**config.mk**
```make
export PLATFORM = sky130hd
export DESIGN_NAME = mem_arbiter
export DESIGN_NICKNAME = d
export VERILOG_FILES = /design/src/rtl/mem_arbiter.sv
export SDC_FILE = /design/constraint.sdc
export NUM_CORES = 1
export LEC_CHECK = 0
export CAP_MARGIN = 20
export CORE_AREA = 2 2 209 211
export CTS_CLUSTER_SIZE = 25
export DETAILED_ROUTE_END_ITERATION = 16
export DIE_AREA = 0 0 211 213
export GPL_ROUTABILITY_DRIVEN = 0
export SYNTH_ARGS = -nofsm -noshare
export SYNTH_HDL_FRONTEND = slang
export SYNTH_SLANG_ARGS = --single-unit
```
**constraint.sdc**
```tcl
create_clock -name clk -period 2.8 [get_ports clk]
set_clock_uncertainty 0.15 [all_clocks]
set_input_delay 0.56 -clock clk [delete_from_list [all_inputs] [get_ports clk]]
set_output_delay 0.56 -clock clk [all_outputs]
set_load 0.01 [all_outputs]
```
**src/rtl/mem_arbiter.sv**
```systemverilog
// mem_arbiter: two-requester arbiter (instruction fetch + load/store) sharing
// a single memory request/response port. Only one transaction is outstanding
// at a time. It is granted in IDLE, presented to memory in ISSUE, and
// completed in WAIT, either by a memory response or by a forced timeout.
//
// Parameters
//   AW       address width
//   DW       data width (write mask is DW/8 bits)
//   TIMEOUT  WAIT cycles tolerated before forced completion (8-bit counter)
//
// Ports
//   clk, rst_n                 clock, asynchronous active-low reset
//   ifu_req_valid/ready, ifu_addr, ifu_resp_valid, ifu_rdata
//                              read-only instruction-fetch requester
//   lsu_req_valid/ready, lsu_addr, lsu_wen, lsu_wdata, lsu_wmask,
//   lsu_resp_valid, lsu_rdata  load/store requester
//   mem_req_valid/ready, mem_addr, mem_wen, mem_wdata, mem_wmask,
//   mem_resp_valid, mem_rdata  shared memory port
//   err_timeout                one-cycle pulse on forced completion
module mem_arbiter #(
  parameter int AW      = 64,
  parameter int DW      = 64,
  parameter int TIMEOUT = 255
) (
  input  logic            clk,
  input  logic            rst_n,
  // instruction fetch port
  input  logic            ifu_req_valid,
  output logic            ifu_req_ready,
  input  logic [AW-1:0]   ifu_addr,
  output logic            ifu_resp_valid,
  output logic [DW-1:0]   ifu_rdata,
  // load/store port
  input  logic            lsu_req_valid,
  output logic            lsu_req_ready,
  input  logic [AW-1:0]   lsu_addr,
  input  logic            lsu_wen,
  input  logic [DW-1:0]   lsu_wdata,
  input  logic [DW/8-1:0] lsu_wmask,
  output logic            lsu_resp_valid,
  output logic [DW-1:0]   lsu_rdata,
  // shared memory port
  output logic            mem_req_valid,
  input  logic            mem_req_ready,
  output logic [AW-1:0]   mem_addr,
  output logic            mem_wen,
  output logic [DW-1:0]   mem_wdata,
  output logic [DW/8-1:0] mem_wmask,
  input  logic            mem_resp_valid,
  input  logic [DW-1:0]   mem_rdata,
  output logic            err_timeout
);

  localparam int MW = DW / 8;
  localparam logic [7:0] TMO = 8'(TIMEOUT);

  // Owner / last-grant encoding: 0 = IFU, 1 = LSU.
  localparam logic OWN_IFU = 1'b0;
  localparam logic OWN_LSU = 1'b1;

  typedef enum logic [1:0] {
    IDLE  = 2'd0,
    ISSUE = 2'd1,
    WAIT  = 2'd2
  } state_e;

  state_e          state_q, state_d;
  logic [7:0]      cnt_q, cnt_d;
  logic            last_grant_q, last_grant_d;
  logic            owner_q, owner_d;
  logic [AW-1:0]   addr_q, addr_d;
  logic            wen_q, wen_d;
  logic [DW-1:0]   wdata_q, wdata_d;
  logic [MW-1:0]   wmask_q, wmask_d;

  logic            grant_ifu_s, grant_lsu_s;
  logic            ifu_rdy_s, lsu_rdy_s;
  logic            resp_s;
  logic [DW-1:0]   rdata_s;
  logic            err_s;
  logic            mem_req_valid_s;

  // Round-robin pick: a lone requester wins; on a tie the one not granted last wins.
  always_comb begin
    grant_ifu_s = ifu_req_valid & (~lsu_req_valid | (last_grant_q == OWN_LSU));
    grant_lsu_s = lsu_req_valid & (~ifu_req_valid | (last_grant_q == OWN_IFU));
  end

  // Next-state, payload capture and per-state outputs.
  always_comb begin
    state_d         = state_q;
    cnt_d           = cnt_q;
    last_grant_d    = last_grant_q;
    owner_d         = owner_q;
    addr_d          = addr_q;
    wen_d           = wen_q;
    wdata_d         = wdata_q;
    wmask_d         = wmask_q;
    ifu_rdy_s       = 1'b0;
    lsu_rdy_s       = 1'b0;
    resp_s          = 1'b0;
    rdata_s         = '0;
    err_s           = 1'b0;
    mem_req_valid_s = 1'b0;

    case (state_q)
      IDLE: begin
        if (grant_ifu_s) begin
          ifu_rdy_s    = 1'b1;
          state_d      = ISSUE;
          owner_d      = OWN_IFU;
          last_grant_d = OWN_IFU;
          addr_d       = ifu_addr;
          // Fetches are always reads; clear the write payload explicitly.
          wen_d        = 1'b0;
          wdata_d      = '0;
          wmask_d      = '0;
        end else if (grant_lsu_s) begin
          lsu_rdy_s    = 1'b1;
          state_d      = ISSUE;
          owner_d      = OWN_LSU;
          last_grant_d = OWN_LSU;
          addr_d       = lsu_addr;
          wen_d        = lsu_wen;
          wdata_d      = lsu_wdata;
          wmask_d      = lsu_wmask;
        end else begin
          state_d = IDLE;
        end
      end
      ISSUE: begin
        mem_req_valid_s = 1'b1;
        if (mem_req_ready) begin
          state_d = WAIT;
          cnt_d   = 8'd0;
        end else begin
          state_d = ISSUE;
        end
      end
      WAIT: begin
        // A real response wins over a timeout landing on the same cycle.
        if (mem_resp_valid) begin
          resp_s  = 1'b1;
          rdata_s = mem_rdata;
          state_d = IDLE;
        end else if (cnt_q == TMO) begin
          resp_s  = 1'b1;
          rdata_s = {DW{1'b1}};
          err_s   = 1'b1;
          state_d = IDLE;
        end else begin
          cnt_d = cnt_q + 8'd1;
        end
      end
      default: begin
        state_d = IDLE;
      end
    endcase
  end

  // State and latched payload; reset abandons any transaction in flight.
  always_ff @(posedge clk or negedge rst_n) begin
    if (!rst_n) begin
      state_q      <= IDLE;
      cnt_q        <= 8'd0;
      last_grant_q <= OWN_LSU;
      owner_q      <= OWN_IFU;
      addr_q       <= '0;
      wen_q        <= 1'b0;
      wdata_q      <= '0;
      wmask_q      <= '0;
    end else begin
      state_q      <= state_d;
      cnt_q        <= cnt_d;
      last_grant_q <= last_grant_d;
      owner_q      <= owner_d;
      addr_q       <= addr_d;
      wen_q        <= wen_d;
      wdata_q      <= wdata_d;
      wmask_q      <= wmask_d;
    end
  end

  // Ready is gated by rst_n so nothing looks granted while reset is held.
  always_comb begin
    ifu_req_ready  = ifu_rdy_s & rst_n;
    lsu_req_ready  = lsu_rdy_s & rst_n;
    ifu_resp_valid = resp_s & (owner_q == OWN_IFU);
    lsu_resp_valid = resp_s & (owner_q == OWN_LSU);
    ifu_rdata      = (owner_q == OWN_IFU) ? rdata_s : '0;
    lsu_rdata      = (owner_q == OWN_LSU) ? rdata_s : '0;
    err_timeout    = err_s;
    mem_req_valid  = mem_req_valid_s;
    mem_addr       = addr_q;
    mem_wen        = wen_q;
    mem_wdata      = wdata_q;
    mem_wmask      = wmask_q;
  end

endmodule

```
==> results <==
power breakdown:
group	total, uW	switching, uW	leakage [uW]	internal (uW)
Combinational	6070	2770	0.00416	3300
Clock	2420	1050	0.000295	1370
Sequential	3860	649	0.00190	3210
Total	12300	4470	0.00635	7870
layer usage:
layer	vias to the layer above	track usage, %
li1	3575	-
met1	3592	14.8
met2	365	25.6
met3	42	4.60
met4	2	5.05
met5	-	0
flip-flops by register name (all words and copies together) (netlist names):
register / cells
mem_wen: 1
mem_wmask: 8
mem_wdata: 64
cnt_q: 8
last_grant_q: 1
owner_q: 1
state_q: 2
mem_addr: 64
worst reg2reg max path, delay by kind of cell (launching register included):
family / cells / cell delay, ns
AOI/OAI and AO/OA: 2 / 0.25
buffers and inverters: 2 / 0.69
DFF: 1 / 0.40
muxes: 1 / 0.34
through the flow:
| step | hold WS, ns | worst slack (ns) | area [sq um] | util [%] | power, uW |
|---|---|---|---|---|---|
| floorplan | 0.114 | 0.529 | 7090 | - | 6230 |
| global placement | 0.311 | -0.147 | 13300 | 31.2 | 9900 |
| detailed placement | 0.319 | -0.172 | 13300 | 31.2 | 9950 |
| CTS | 0.00648 | -0.0397 | 14000 | 32.8 | 12400 |
| global route | 0.0257 | -0.0744 | 13800 | 32.3 | 13100 |
| finish | 0.0100 | 0.0317 | 13800 | 32.3 | 12300 |
cells by family (layout without fill, tap and decap cells):
| group | Yosys count | in the layout | synth area share (%) |
|---|---|---|---|
| and+or+nand+nor | 286 | 286 | 18.1 |
| AOI/OAI and AO/OA | 159 | 159 | 15.8 |
| buffers and inverters | 67 | 627 | 4.27 |
| DFF | 149 | 149 | 52.6 |
| adders and majority gates | 1 | 1 | 0.176 |
| muxes | 64 | 64 | 9.03 |
final cells by class:
type	count	share of cell area, %
repair buffers	588	39.3
flip-flops and latches	149	27.0
multi-input cells	510	24.2
well taps	546	4.95
clock buffers	18	3.18
clock inverters	14	1.22
inverters	7	0.190
cells in the mapped netlist (2+ instances only):
cell type	n	area share (%)
a21o_1	2	0.21
buf_1	3	0.16
nand2_1	71	3.8
nor2b_1	65	5.7
clkbuf_1	23	1.2
nor3_1	5	0.35
a22o_1	75	9.3
a21oi_1	2	0.14
o21ai_1	27	1.9
nand3_1	6	0.42
buf_2	32	2.3
dfrtp_1	148	52
inv_1	7	0.37
o21ai_0	43	3.0
a31oi_1	3	0.26
o211ai_1	3	0.32
nand4_1	2	0.18
nor2_1	129	6.8
mux2i_1	64	9.0
timing repair:
| item | in CTS | in global routing |
|---|---|---|
| buffers inserted | 3 | 3 |
| pin swaps | 1 | 4 |
| hold endpoints to repair | 0 | 0 |
| gates cloned | 1 | 7 |
| endpoints found under the setup margin | 133 | 130 |
| resized for setup | 273 | 275 |
path summary, 6_finish.rpt:
path / end / cells past startpoint
worst max-delay path: lsu_req_ready / 5
worst min-delay path: state_q[1] / 2
worst max register to register: mem_addr[59] / 5
worst min register to register: mem_addr[24] / 2
max in group asynchronous: mem_addr[48] / 2
min in group clk: mem_addr[24] / 2
==> run metrics <==
status completed; first-pass GRT wire length 46.2 mm; most used cell, CP clkdlybuf4s50_1; WS Path Type in2out; launch point of the critical path ifu_req_valid; DR pass1 iterations 4; # diodes 0; fin crit period approximately 2.8 ns; Reg2Reg Setup Slack between 0.8 and 0.9 ns; met2 WL post-DR 17.9 mm; Main synth FF type dfrtp_1; Final Hold Viols 0; cells along the critical path clkdlybuf4s50_1 -> buf_4 -> a21oi_4 -> and2_1 -> clkdlybuf4s50_1; arrival time at the worst endpoint approximately 2 ns; Post-CTS Hold Buffers 0; CTS Buffer Depth 2; initial DRC count between 300 and 400; routed wl met3 ~2.5 mm; Netlist cell types 35; root buffer cell clkbuf_16; crit-path max cell delay around 0.57 ns; Synth Area per Inst approximately 9.8 sq um; Synthesized Nets approximately 1000; via count between 7000 and 8000; total CTS buffers 17; largest net degree at the start of global routing ~130; Synth async-reset ratio 100%; CP top delay family buffers and inverters; Die Y about 210 microns; clk_lat worst skew 0.45 ns; Final setup violation count 0; worst-path fanout max 3; Critical Path Source Type input port; most common library cell in the layout ignoring fill and taps clkdlybuf4s50_1; Setup TNS 0 ns; Yosys warnings 0; most frequent cells in the layout 406 x clkdlybuf4s50_1, 146 x dfrtp_1, 81 x nor2_1; Die X around 210 microns; Worst slew margin 51.3%; vias in the first global route between 7000 and 8000; CTS tree yes; Worst VDD drop between 0.4 and 0.5 mV; I/O Pins between 500 and 600; actual slew at the worst max-slew pin 0.730 ns; drt drc 0; CP bufs+invs 3; Core Rows 76; Via density 4.14; multi-input logic area about 0.0033 sq mm; FF+latch area 0.00373 sq mm; non-filler cells in the finished layout around 1800; Routed WL around 34 mm; all-layer global routing usage 13.9%; Post-synth EDFFs 0; WL per Instance around 19 microns; WP data required approximately 2.1 ns; Area Growth Syn to Fin 94.7%; final slew viol count 0; fin crit share between 90% and 100%; max-cap check violation count 0; initial antenna violation count 1; Post-DRT Antenna Nets 0; reg2reg start last_grant_q; RSZ-0062 raised after global routing yes; Filler Cells Inserted around 4400; CTS H-Tree Depth 4; slowest cell on the critical path clkdlybuf4s50_1; initial core utilization between 10% and 20%; pwr dens 894 mW/mm^2; worst hold path type in2async; Final HPWL DP about 25 mm; synthesized cell area 0.00709 sq mm; share of layout cells above drive strength 1 between 20% and 30%; Reg clk slew, reported paths 0.06 ns; Die ar. 0.0449 sq mm; Top Metal Used met5; cells after synthesis around 730; wl on met1 approximately 13 mm; placed cells around 1800; LEAKAGE 0.00635 uW; gr ovfl total 0; clk sinks ~150; fmax 0.361 GHz; Nets about 1500; number of synthesized register bits 149; # port buffers 541; Core ar. roughly 0.043 sq mm; register area share after synthesis a little over half; Setup crit end kind output port
Note: power is estimated with default switching activity, not from simulation.
